File: src/rtl/bus_arbiter_2to1.sv
// bus_arbiter_2to1
// Shares one 32-bit memory bus between the instruction port (I) and the
// data port (D). Only one transaction is in flight at a time. D normally
// wins. I is forced through after STARVE_LIMIT consecutive D grants made
// while I was waiting.
//
// Ports
//   clk, resetn                 clock, synchronous active-low reset
//   i_valid, i_addr             I request (always a 4-byte read)
//   i_addr_ok, i_data_ok        I handshakes
//   i_rdata                     I read data
//   d_valid, d_addr, d_size,
//   d_strobe, d_wdata           D request (strobe != 0 means write)
//   d_addr_ok, d_data_ok        D handshakes
//   d_rdata                     D read data
//   m_valid, m_addr, m_size,
//   m_strobe, m_wdata           downstream request
//   m_addr_ok, m_data_ok        downstream handshakes
//   m_rdata                     downstream read data
module bus_arbiter_2to1 #(
    parameter int STARVE_LIMIT = 4
) (
    input  logic        clk,
    input  logic        resetn,
    input  logic        i_valid,
    input  logic [31:0] i_addr,
    output logic        i_addr_ok,
    output logic        i_data_ok,
    output logic [31:0] i_rdata,
    input  logic        d_valid,
    input  logic [31:0] d_addr,
    input  logic [2:0]  d_size,
    input  logic [3:0]  d_strobe,
    input  logic [31:0] d_wdata,
    output logic        d_addr_ok,
    output logic        d_data_ok,
    output logic [31:0] d_rdata,
    output logic        m_valid,
    output logic [31:0] m_addr,
    output logic [2:0]  m_size,
    output logic [3:0]  m_strobe,
    output logic [31:0] m_wdata,
    input  logic        m_addr_ok,
    input  logic        m_data_ok,
    input  logic [31:0] m_rdata
);

    typedef enum logic [1:0] {IDLE, ADDR, DATA} state_t;
    typedef enum logic [1:0] {OWN_NONE, OWN_I, OWN_D} owner_t;

    // The counter is 3 bits and saturates at 7, so larger limits clamp.
    localparam int          LIM_CLAMP = (STARVE_LIMIT > 7) ? 7 : STARVE_LIMIT;
    localparam logic [2:0]  LIMIT     = 3'(LIM_CLAMP);

    state_t     state;
    owner_t     owner;
    logic [2:0] starve_cnt;

    owner_t sel;   // combinational winner, only meaningful in IDLE
    owner_t cur;   // whoever the bus is currently serving

    always_comb begin
        sel = OWN_NONE;
        if (d_valid && !(i_valid && (starve_cnt >= LIMIT)))
            sel = OWN_D;
        else if (i_valid)
            sel = OWN_I;
    end

    // In IDLE the winner is forwarded in the same cycle (zero added latency).
    assign cur     = (state == IDLE) ? sel : owner;
    assign m_valid = ((state == IDLE) && (sel != OWN_NONE)) || (state == ADDR);

    always_comb begin
        m_addr   = 32'd0;
        m_size   = 3'd0;
        m_strobe = 4'd0;
        m_wdata  = 32'd0;
        case (cur)
            OWN_I: begin
                m_addr = i_addr;
                m_size = 3'b010;
            end
            OWN_D: begin
                m_addr   = d_addr;
                m_size   = d_size;
                m_strobe = d_strobe;
                m_wdata  = d_wdata;
            end
            default: ;
        endcase
    end

    // Handshakes only ever go to the requester being served; a stray
    // data_ok in IDLE with nobody selected reaches no one.
    assign i_addr_ok = m_addr_ok && m_valid && (cur == OWN_I);
    assign d_addr_ok = m_addr_ok && m_valid && (cur == OWN_D);
    assign i_data_ok = m_data_ok && (cur == OWN_I);
    assign d_data_ok = m_data_ok && (cur == OWN_D);
    assign i_rdata   = m_rdata;
    assign d_rdata   = m_rdata;

    always_ff @(posedge clk) begin
        if (!resetn) begin
            state      <= IDLE;
            owner      <= OWN_NONE;
            starve_cnt <= 3'd0;
        end else begin
            case (state)
                IDLE: begin
                    if (sel != OWN_NONE) begin
                        owner <= sel;
                        if (m_addr_ok)
                            state <= m_data_ok ? IDLE : DATA;
                        else
                            state <= ADDR;
                        // Count only D grants that made a waiting I lose.
                        if (sel == OWN_D && i_valid)
                            starve_cnt <= (starve_cnt == 3'd7) ? 3'd7 : starve_cnt + 3'd1;
                        else
                            starve_cnt <= 3'd0;
                    end
                end
                ADDR: begin
                    if (m_addr_ok) begin
                        if (m_data_ok) begin
                            state <= IDLE;
                            owner <= OWN_NONE;
                        end else begin
                            state <= DATA;
                        end
                    end
                end
                DATA: begin
                    if (m_data_ok) begin
                        state <= IDLE;
                        owner <= OWN_NONE;
                    end
                end
                default: begin
                    state <= IDLE;
                    owner <= OWN_NONE;
                end
            endcase
        end
    end

endmodule

File: config.mk
export PLATFORM = sky130hd
export DESIGN_NAME = bus_arbiter_2to1
export DESIGN_NICKNAME = d
export VERILOG_FILES = /design/src/rtl/bus_arbiter_2to1.sv
export SDC_FILE = /design/constraint.sdc
export NUM_CORES = 1
export LEC_CHECK = 0
export ABC_CLOCK_PERIOD_IN_PS = 3000
export BUFFER_PORTS_ARGS = -buffer_cell sky130_fd_sc_hd__buf_2
export CAP_MARGIN = 10
export CELL_PAD_IN_SITES_DETAIL_PLACEMENT = 1
export CELL_PAD_IN_SITES_GLOBAL_PLACEMENT = 2
export CORE_MARGIN = 8
export CORE_UTILIZATION = 11
export DETAILED_ROUTE_END_ITERATION = 10
export GPL_TIMING_DRIVEN = 1
export HOLD_SLACK_MARGIN = 0.03
export PLACE_DENSITY_LB_ADDON = 0.1
export SYNTH_ARGS = -nofsm -noshare
export SYNTH_HDL_FRONTEND = slang
export SYNTH_SLANG_ARGS = --single-unit
File: constraint.sdc
create_clock -name clk -period 3 [get_ports clk]
set_input_delay 0.75 -clock clk [delete_from_list [all_inputs] [get_ports clk]]
set_output_delay 0.75 -clock clk [all_outputs]
set_load 0.02 [all_outputs]
-- Word level (Yosys, flattened, before mapping)
Index checks and enable logic that the tools add are counted.
W data, S select, Z words.
- output and inout bits: 140
- word-level logic and storage cells: 49
- bits of input ports: 141
- register bits: 7
- equality and inequality tests: 9
- $add $sub $neg: 1
- muxes and demuxes: 19
- reductions and logical operators: 16
- magnitude comparators: 1
- operator list (operator ; count):
    $pmux W32 S2 ; 1
    $mux W32 ; 1
    $mux W2 ; 10
    $pmux W2 S3 ; 2
    $logic_and A1 B1 Y1 ; 9
    $eq A2 B2 Y1 const B ; 3
    $mux W3 ; 2
    $pmux W3 S2 ; 1
    $eq A2 B1 Y1 const B ; 2
    $mux W4 ; 1
    $ne A2 B2 Y1 const B ; 2
    $reduce_and A2 Y1 ; 2
    $add A3 B1 Y3 const B ; 1
    $eq A3 B3 Y1 const B ; 1
    $ge A3 B3 Y1 const B ; 1
    $reduce_and A3 Y1 ; 1
    $logic_not A2 Y1 ; 1
    $ne A2 B1 Y1 const B ; 1
    $reduce_bool A2 Y1 ; 1
    $logic_not A1 Y1 ; 1
    $logic_or A1 B1 Y1 ; 1
    $mux W1 ; 1

-- Logic depth before layout (Yosys ltp)
Gate-level depths: netlist of run 1.
- depth after elaboration: 10
- mapped depth: 9
- depth with buffers taken out: 7

-- Worst setup path after synthesis of run 1
No wires, ideal clock.
- kind: input port to output port
- start point: in d_valid
- end point: out m_addr[0]
- data required time: 2.250 ns
- stages: 8
- setup slack: 0.133 ns
- arrival: 2.117 ns
- cell sequence: inv_1 > o211ai_1 > o21a_1 > ha_1 > buf_2 > buf_1 > a22oi_1 > nor2_1
- longest elaborated chain between the ends: 5
- elaborated cells between the ends (all ways): 6
- ends and longest elaborated chain (element ; RTL line ; source):
    start, declared ; 30 ; input logic d_valid,
    $logic_and A1 B1 Y1 * ; 64 ; if (d_valid && !(i_valid && (starve_cnt >= LIMIT)))
    $mux W2 * ; 64 ;
    $mux W2 * ; 71 ; assign cur = (state == IDLE) ? sel : owner;
    $eq A2 B2 Y1 / $eq A2 B1 Y1 (equally long branches) ; 79 ; case (cur)
    $pmux W32 S2 * ; 79 ;
    end, declared ; 39 ; output logic [31:0] m_addr,
Mark *: on every way between the ends. The rest lies on a longest branch, timed or not.

-- Worst setup path after layout of run 1
- start point: in d_valid
- end point: out m_wdata[19]
- longest elaborated chain between the ends: 5
- ends and longest elaborated chain (element ; RTL line ; source):
    $logic_and A1 B1 Y1 ; 64 ;
    $mux W2 ; 64 ;
    $mux W2 ; 71 ;
    $eq A2 B2 Y1 ; 79 ;
    $mux W32 ; 79 ;
    end, declared ; 42 ; output logic [31:0] m_wdata,
Every way passes these cells.

==> results by group, run 1 <==
Worst setup path
  • Most frequent CP cell: buf_2
  • Crit-path max FO: 24
  • Startpoint Class: primary input
  • CP Class: primary input to output pin
  • Slowest-stage cell, CP: bufbuf_16
  • Flop2flop setup slack: 1240 ps
  • Critical path's top delay family: buffers and inverters
  • CP endpoint kind: output pin
  • WP data arrival: roughly 2200 ps
  • CP Buf/Inv Count: 4
  • Crit-path cells: buf_2 -> inv_1 -> o211ai_1 -> o21a_1 -> ha_4 -> bufbuf_16 -> and2_1 -> buf_2
  • Max incr delay on CP: 300 ps
  • Worst Path Required: ~2300 ps

Final layout
  • Final instance area: 0.00251 mm^2
  • Share of layout cells above drive strength 1: a little under three fifths
  • Post-Layout Cell Count: between 500 and 600
  • N_diodes: 0
  • Nets: approximately 510
  • Final core occ: 17.3%
  • Area growth syn-to-layout: 53.2%

Die
  • Area of the core: roughly 0.015 mm^2
  • Die area: 0.0191 mm^2
  • Io pins: 281
  • Die H: around 140 um
  • Initial Utilization: between 10% and 20%
  • Row count: between 40 and 50
  • Die width: 138 um

Yosys
  • Top cell type's share of synthesized area: 29.3%
  • Syn nets: roughly 400
  • Post-synthesis instance total: 241
  • Ys async rst share: 0%
  • Area leader, netlist: buf_4
  • Register area share after synthesis: 8.54%
  • EDFF count, synth: 0
  • Synth top area cells: buf_4 29%, a22oi_1 16%, and2_1 15%
  • #FFs+latches synth: 7
  • Syn avg cell area: 6.81 um^2
  • Ys flop type: dfxtp_1
  • Post-synthesis cell area: 0.00164 mm^2
  • Ys Warns: 0
  • Distinct cells, synth: 30

Run
  • Number of max-cap violations: 0

Timing
  • FMAX: 341 MHz
  • Worst setup margin: 66.0 ps
  • Post-Route Skew: approximately 2.5 ps
  • Hold Vio Cnt, Final: 0
  • Slew headroom: roughly 60%
  • Fin. max-slew vios: 0
  • Worst Max-Slew Pin Slew: between 500 and 600 ps
  • Final Critical Period: a little under 3000 ps
  • # setup viols final: 0
  • RSZ-0062 raised after global routing: true
  • Post-route clock period utilization: a little over nine tenths

Clock network
  • H-Tree Depth: 1
  • Num CTS Buffers: 3
  • Sinks on Clock Net: 7
  • Clk slew on worst S/H paths: 40 ps
  • Bufs on Longest Clock Path: 2
  • Root Driver: clkbuf_16
  • Clock latency on the worst-skew pair: 230 ps
  • CTS tree: built
  • Hold buffers post-CTS: 0

Placed design
  • Placed Cells: 534
  • I/O Buffers: 184
  • Setup WS pre-CTS: -9.28 ps
  • Post-placement cell area: between 0.002 and 0.0025 mm^2
  • Final HPWL DP: between 7 and 8 mm
  • Routability Congestion: just over 0.7

Routing
  • Pre-Repair DR Iteration Count: 4
  • Remaining antenna violation count: 0
  • Drt wl/cell: 17.0 um
  • DR iter-0 viols: 37
  • Final wirelength: around 9.2 mm
  • Vias per std cell: 3.75
  • Via count: about 2,000
  • DRC viols: 0

Pwr
  • Worst VDD drop: around 210 uV
  • Pwr Total: approximately 960 uW
  • Pleak: between 0.001 and 0.0015 uW
  • PwrDens: ~380 mW/mm^2

GRT
  • Initial antenna violation count: 0
  • First-pass GRT wire length: 13.6 mm
  • Grt ovf: 0
  • Number of global-route vias before repair: 2,039
  • Largest net degree at the start of global routing: 36
  • Total GRT Usage: around 8.9%

Status
  • Status: finished, final reports clean

Hold path
  • HP Class: flop to flop
-- synth_stat cells (3+ instances only) --
cell and count:
nor2b_1 3, buf_4 64, inv_1 6, a22oi_1 34, nand2_1 3, a21oi_1 3
dfxtp_1 7, clkbuf_1 14, ha_1 7, and2_1 40, nor2_1 36
-- state kept, by name, indices dropped and copies added (netlist names) --
name,count
starve_cnt,3
state,2
owner,2
-- worst paths after layout --
path,from,end,cells after the start
max,d_valid,m_wdata[19],8
min,owner[1],owner[1],2
max reg2reg,state[0],state[1],6
min reg2reg,owner[1],owner[1],2
-- per-stage QoR --
step | hold slack [ps] | TNS (ps)
6_report | 466 | 0
4_1_cts | 465 | 0
2_1_floorplan | 438 | 0
3_3_place_gp | 457 | 0
5_1_grt | 485 | -640
3_5_place_dp | 457 | -19.2
-- layout by cell type, fill, tap and decap left out, drive strengths merged, types with 2 or more instances in the layout --
cell type	instances
o21a	2
nor2b	3
ha	7
o31ai	2
inv	6
o21ai	3
a21oi	3
buf	191
and3	2
nand2	3
nor2	36
dfxtp	7
o32ai	2
a22oi	34
clkbuf	4
and2	40
-- worst register-to-register path, stage by stage (launching register included) --
cell and delay (ps):
dfxtp_1 320, inv_1 120, ha_2 240, buf_4 150
nor3b_1 510, o311ai_0 220, o31ai_1 110
-- power breakdown --
group | internal [uW] | switching (uW) | total, uW
clock | 177 | 51.4 | 228
combinational | 265 | 361 | 626
sequential | 99.6 | 3.88 | 104
total | 542 | 416 | 958
-- logic make-up after synthesis --
family                     share of synthesized area, %
muxes                                             0.610
and+or+nand+nor                                    29.6
AOI/OAI and AO/OA                                  21.5
buffers and inverters                              34.4
DFF                                                8.54
adders and majority gates                          5.34
-- routing by layer --
metal  GRT usage, %  vias up  part of all wire (%)  routed length [um]
li1               -      978                     -                   -
met1           9.09      910                    36                3320
met2           16.7      116                    53                4900
met3           3.18       24                   8.9                 825
met4           2.46        0                   1.9                 177
met5              0        -                     0                   0
-- area by class of cell --
type / instances / area [um^2]
clock buffer: 4 / 78.8
tap: 184 / 230
inverter: 6 / 22.5
multi-input combinational: 148 / 957
sequential: 7 / 140
fill: 1788 / 12000
timing repair buffer: 192 / 1090
-- timing repair --
item | 4_1_cts | 5_1_grt
setup buffers | 0 | 2
resized for setup | 1 | 14
gates cloned | 1 | 0
endpoints found under the setup margin | 3 | 57
pin swaps | 0 | 1
No activity file was read; power rests on OpenSTA's default activity.
==> inputs of run 2 (changes only) <==
--- a/config.mk
+++ b/config.mk
@@ -5,7 +5,7 @@
 export SDC_FILE = /design/constraint.sdc
 export NUM_CORES = 1
 export LEC_CHECK = 0
-export ABC_CLOCK_PERIOD_IN_PS = 3000
+export ABC_CLOCK_PERIOD_IN_PS = 3290
 export BUFFER_PORTS_ARGS = -buffer_cell sky130_fd_sc_hd__buf_2
 export CAP_MARGIN = 10
 export CELL_PAD_IN_SITES_DETAIL_PLACEMENT = 1
==> constraint.sdc (replaced) <==
create_clock -name clk -period 3.29 [get_ports clk]
set_input_delay 0.8225 -clock clk [delete_from_list [all_inputs] [get_ports clk]]
set_output_delay 0.8225 -clock clk [all_outputs]
set_load 0.02 [all_outputs]
==> run 2 against run 1 <==
Against the previous run: clock skew down 0.99 ps; critical path depth up 1; final area fell by 1.8%; global-route usage decreased by 0.062 points; utilization shrank 0.31 points; clock power is 7% lower; critical path type unchanged; die area stayed put; worst hold slack worse by 4.3 ps; via count is 0.84% higher; highest routed layer unchanged; sequential share of layout area is 0.10 points higher.
==> results by group, run 2 (synthesized netlist as in run 1, its figures left out) <==
Routing
  • DRC viols: 0 (unchanged)
  • DR iter-0 viols: 25 (-32%)
  • Remaining antenna violation count: 0 (unchanged)
  • Final wirelength: 9.24 mm (+0.24%)
  • Drt wl/cell: 17.1 um (+0.24%)
  • Pre-Repair DR Iteration Count: 4 (unchanged)
  • Via count: 2,045 (+0.84%)
  • Vias per std cell: 3.78 (+0.84%)

Worst setup path
  • Worst Path Required: 2470 ps (+220 ps)
  • Crit-path max FO: 22 (-8.3%)
  • Crit-path cells: buf_2 -> inv_1 -> o211ai_1 -> o21a_1 -> ha_4 -> buf_12 -> a22oi_1 -> nor2_1 -> buf_2
  • Max incr delay on CP: 280 ps (-20 ps)
  • Critical path's top delay family: compound AO/OA/AOI/OAI gates
  • CP endpoint kind: output pin
  • Slowest-stage cell, CP: o211ai_1
  • Most frequent CP cell: buf_2
  • WP data arrival: 2300 ps (+120 ps)
  • CP Buf/Inv Count: 4 (unchanged)
  • CP Class: primary input to output pin
  • Startpoint Class: primary input

Timing
  • Post-Route Skew: 1.54 ps (-0.991 ps)
  • Post-route clock period utilization: approximately 95%
  • Worst setup margin: 166 ps (+100 ps)
  • Worst Max-Slew Pin Slew: 583 ps (-9.46 ps)
  • FMAX: 320 MHz
  • RSZ-0062 raised after global routing: false
  • # setup viols final: 0 (unchanged)
  • Final Critical Period: 3120 ps
  • Slew headroom: 61.1% (+0.63 points)
  • Fin Hold WS: 462 ps (-4.29 ps)
  • Hold Vio Cnt, Final: 0 (unchanged)
  • Fin. max-slew vios: 0 (unchanged)

Final layout
  • Commonest non-fill, non-tap cell in the layout: buf_2
  • Largest register by flop count: starve_cnt
  • Nets: 506 (unchanged)
  • Share of layout cells above drive strength 1: 55.5% (-0.56 points)
  • Post-Layout Cell Count: 541 (unchanged)
  • Area growth syn-to-layout: 50.5%
  • Max reg flops: 3 (unchanged)
  • Final core occ: 17.0% (-0.31 points)
  • Most frequent cells in the layout: 184 x buf_2, 40 x and2_1, 36 x nor2_1
  • Top flop regs: starve_cnt x3, owner x2, state x2
  • FILL cells: 1,822 (+1.9%)
  • N_diodes: 0 (unchanged)

GRT
  • Grt ovf: 0 (unchanged)
  • First-pass GRT wire length: 13.6 mm (-0.45%)
  • Number of global-route vias before repair: 2,136 (+4.8%)
  • Largest net degree at the start of global routing: 51 (+42%)
  • Total GRT Usage: 8.85% (-0.062 points)
  • Initial antenna violation count: 0 (unchanged)

Placed design
  • Routability Congestion: 0.667 (-5.5%)
  • I/O Buffers: 184 (unchanged)
  • Placed Cells: 533 (-0.19%)
  • Setup WS pre-CTS: -48.9 ps (-39.6 ps)
  • Final HPWL DP: 7.66 mm (+0.46%)

Hold path
  • HP Class: flop to flop

Pwr
  • Pleak: 0.00134 uW (-0.50%)
  • PwrDens: 349 mW/mm^2 (-8.4%)
  • Worst VDD drop: 180 uV (-15%)
  • Pwr Total: 862 uW (-10%)

Clock network
  • Bufs on Longest Clock Path: 2 (unchanged)
  • CTS tree: built
  • Hold buffers post-CTS: 0 (unchanged)
  • Sinks on Clock Net: 7 (unchanged)
  • Clock latency on the worst-skew pair: 230 ps (about the same)
  • Num CTS Buffers: 3 (unchanged)
  • Root Driver: clkbuf_16
  • H-Tree Depth: 1 (unchanged)
  • Clk slew on worst S/H paths: 40 ps (about the same)

Die
  • Die width: 138 um (unchanged)
  • Row count: 44 (unchanged)
  • Initial Utilization: 11.3% (unchanged)
  • Die H: 138 um (unchanged)
  • Area of the core: 0.0145 mm^2 (unchanged)
  • Die area: 0.0191 mm^2 (unchanged)
  • Io pins: 281 (unchanged)

Run
  • Number of max-cap violations: 0 (unchanged)

Status
  • Status: finished, final reports clean
[run 2: area by class of cell]
cell class	instances	area (um^2)	area share (%)
timing repair buffer	192	1050	42.5
multi-input combinational	148	950	38.4
tap	184	230	9.32
sequential	7	140	5.67
clock buffer	4	78.8	3.19
inverter	6	22.5	0.912
[run 2: through the flow]
| step | setup TNS, ps | cell area (um^2) |
|---|---|---|
| floorplan | 0 | 1640 |
| global placement | -46.7 | 2320 |
| detailed placement | -712 | 2320 |
| CTS | 0 | 2410 |
| global route | 0 | 2470 |
| finish | 0 | 2470 |
[run 2: repair_timing]
action,CTS,global route
buffers inserted,0,3
endpoints found under the setup margin,33,18
cloned,0,1
endpoints found under the hold margin,0,0
pin swaps,0,1
gates resized for setup,1,1
[run 2: routing by layer]
metal	track usage (%)	routed length (um)	share of wire, %
met4	2.35	160	1.7
met2	17.4	5000	54
met1	8.56	3330	36
met5	0	0	0
met3	2.91	752	8.1
[run 2: worst paths after layout]
path | depth (start not counted) | to | from | slack [ps]
worst max-delay path | 9 | m_addr[23] | d_valid | 170
worst min-delay path | 2 | owner[1] | owner[1] | 460
worst max register to register | 5 | state[1] | state[0] | 1540
worst min register to register | 2 | owner[1] | owner[1] | 460
[run 2: where the power goes]
group | internal, uW | switching [uW]
clock | 162 | 49.2
sequential | 90.8 | 3.63
combinational | 227 | 329
total | 480 | 382
[run 2: tightest hold or removal path, cell delays in order (launching register included)]
cell and delay (ps):
dfxtp_1 300, nand2_1 50, o32ai_1 50
==> inputs of run 3 (changes only) <==
--- a/config.mk
+++ b/config.mk
@@ -10,6 +10,7 @@
 export CAP_MARGIN = 10
 export CELL_PAD_IN_SITES_DETAIL_PLACEMENT = 1
 export CELL_PAD_IN_SITES_GLOBAL_PLACEMENT = 2
+export CORE_ASPECT_RATIO = 0.75
 export CORE_MARGIN = 8
 export CORE_UTILIZATION = 11
 export DETAILED_ROUTE_END_ITERATION = 10
==> run 3 against run 2 <==
Against the previous run: first-iteration DRC count rose by 84%; clock-buffer cell count unchanged; final area shrank 1.2%; global-route usage fell by 0.60 points; combinational power decreased by 4%; non-clock buffer count shrank 1.
==> results by group, run 3 (synthesized netlist as in run 1, its figures left out) <==
Clock network
  • CTS tree: built
  • Resized cells post-CTS: 1 (unchanged)
  • Clk slew on worst S/H paths: 40 ps (about the same)
  • H-Tree Depth: 1 (unchanged)
  • Post-CTS setup repair buffer count: 0 (unchanged)
  • Num CTS Buffers: 3 (unchanged)
  • Root Driver: clkbuf_16
  • Clock latency on the worst-skew pair: 230 ps (about the same)
  • Hold buffers post-CTS: 0 (unchanged)
  • Bufs on Longest Clock Path: 2 (unchanged)
  • Sinks on Clock Net: 7 (unchanged)

Final layout
  • N_diodes: 0 (unchanged)
  • Share of layout cells above drive strength 1: 55.3% (-0.13 points)
  • Multi-input gate area: 950 um^2 (unchanged)
  • Commonest non-fill, non-tap cell in the layout: buf_2
  • Max reg flops: 3 (unchanged)
  • Largest register by flop count: starve_cnt
  • Top flop regs: starve_cnt x3, owner x2, state x2
  • FILL cells: 1,848 (+1.4%)
  • Most frequent cells in the layout: 184 x buf_2, 40 x and2_1, 36 x nor2_1
  • Sequential cell area: 140 um^2 (unchanged)
  • Area growth syn-to-layout: 48.6%
  • Nets: 505 (-0.20%)

Pwr
  • PwrDens: 346 mW/mm^2 (-0.85%)
  • Worst VDD drop: 164 uV (-9.1%)
  • Pwr Total: 844 uW (-2.1%)
  • Sw Ratio: 44.9% (+0.54 points)
  • Clock group share of total power: 25.3% (+0.8 points)
  • Pleak: 0.00132 uW (-1.4%)
  • Seq pwr share: 11.2% (+0.2 points)
  • Internal power: 465 uW (-3.0%)
  • Comb pwr share: 63.5% (-1.1 points)
  • Net switching power figure: 379 uW (-0.86%)

Die
  • Initial Utilization: 11.3% (-0.012 points)
  • Area of the core: 0.0145 mm^2 (+0.10%)
  • Io pins: 281 (unchanged)
  • Die H: 122 um (-12%)
  • Die area: 0.0191 mm^2 (+0.21%)
  • Die width: 157 um (+14%)
  • Row count: 38 (-14%)

Placed design
  • Routability Congestion: 0.758 (+14%)
  • Final HPWL DP: 7.56 mm (-1.3%)
  • I/O Buffers: 184 (unchanged)

Worst setup path
  • CP endpoint kind: output pin
  • WP data arrival: 2280 ps (-20 ps)
  • Startpoint Class: primary input
  • Flop2flop setup slack: 1650 ps (+110 ps)
  • Worst Path Required: 2470 ps (about the same)
  • CP Class: primary input to output pin
  • Crit-path max FO: 11 (-50%)

Timing
  • Worst Max-Slew Pin Slew: 528 ps (-55.2 ps)
  • FMAX: 322 MHz (+0.58%)
  • RSZ-0062 raised after global routing: false
  • Fin. max-slew vios: 0 (unchanged)
  • Hold Vio Cnt, Final: 0 (unchanged)
  • Setup_tns: 0 ps (unchanged)
  • Post-Route Skew: 0.767 ps (-0.772 ps)
  • Final Critical Period: 3110 ps (-17.9 ps)
  • # setup viols final: 0 (unchanged)
  • Post-route clock period utilization: 94.4% (-0.54 points)
  • Slew headroom: 64.7% (+3.7 points)

Routing
  • Via count: 2,034 (-0.54%)
  • Vias per std cell: 3.66 (-3.2%)
  • Remaining antenna violation count: 0 (unchanged)
  • DR iter-0 viols: 46 (+84%)
  • Pre-Repair DR Iteration Count: 4 (unchanged)
  • Final wirelength: 8.87 mm (-4.1%)
  • Drt wl/cell: 16.0 um (-6.6%)
  • DRC viols: 0 (unchanged)

GRT
  • Initial antenna violation count: 1 (+1)
  • Largest net degree at the start of global routing: 36 (-29%)
  • First-pass GRT wire length: 12.4 mm (-8.5%)
  • Total GRT Usage: 8.25% (-0.60 points)
  • Grt ovf: 0 (unchanged)
  • Number of global-route vias before repair: 2,092 (-2.1%)

Run
  • Number of max-cap violations: 0 (unchanged)

Status
  • Status: finished, final reports clean

Hold path
  • HP Class: flop to flop
==> run 3: final cells by class <==
| class | instances | area share [%] |
|---|---|---|
| clock buffers | 4 | 3.23 |
| well taps | 200 | 10.3 |
| repair buffers | 191 | 40.9 |
| flip-flops and latches | 7 | 5.74 |
| inverters | 6 | 0.923 |
| multi-input cells | 148 | 38.9 |
==> run 3: critical path: stages <==
cell,delay (ps)
buf_2,120
inv_1,40
o211ai_1,260
o21a_1,220
ha_4,210
buf_4,210
a22oi_1,110
nor2_1,100
buf_2,180
==> run 3: worst paths after layout <==
| path | start | to | cells past startpoint |
|---|---|---|---|
| worst max register to register | state[0] | state[1] | 5 |
| worst min-delay path | owner[0] | owner[0] | 2 |
| worst min register to register | owner[0] | owner[0] | 2 |
| worst max-delay path | d_valid | m_addr[16] | 9 |
==> run 3: power groups by stage <==
stage | clock network (uW) | registers [uW] | logic, uW
2_1_floorplan | 0 | 94.7 | 418
5_1_grt | 224 | 94.6 | 592
4_1_cts | 217 | 94.2 | 554
3_5_place_dp | 0 | 95.6 | 545
3_3_place_gp | 0 | 95.6 | 553
6_report | 213 | 94.2 | 536
==> run 3: metal layers <==
metal,up-vias,GRT usage [%],routed length (um)
met3,23,3.61,1200
met4,0,1.72,106
met2,130,15.4,4250
li1,977,-,-
met5,-,0,0
met1,904,8.47,3310
==> run 3: through the flow <==
stage	instance area [um^2]	util [%]	setup slack [ps]	hold slack [ps]	std cells
detailed placement	2350	16.2	41.4	465	552
finish	2440	16.8	184	462	556
global route	2440	16.8	28.6	492	556
floorplan	1640	-	278	438	241
CTS	2440	16.8	135	471	556
global placement	2350	16.2	19.9	468	552
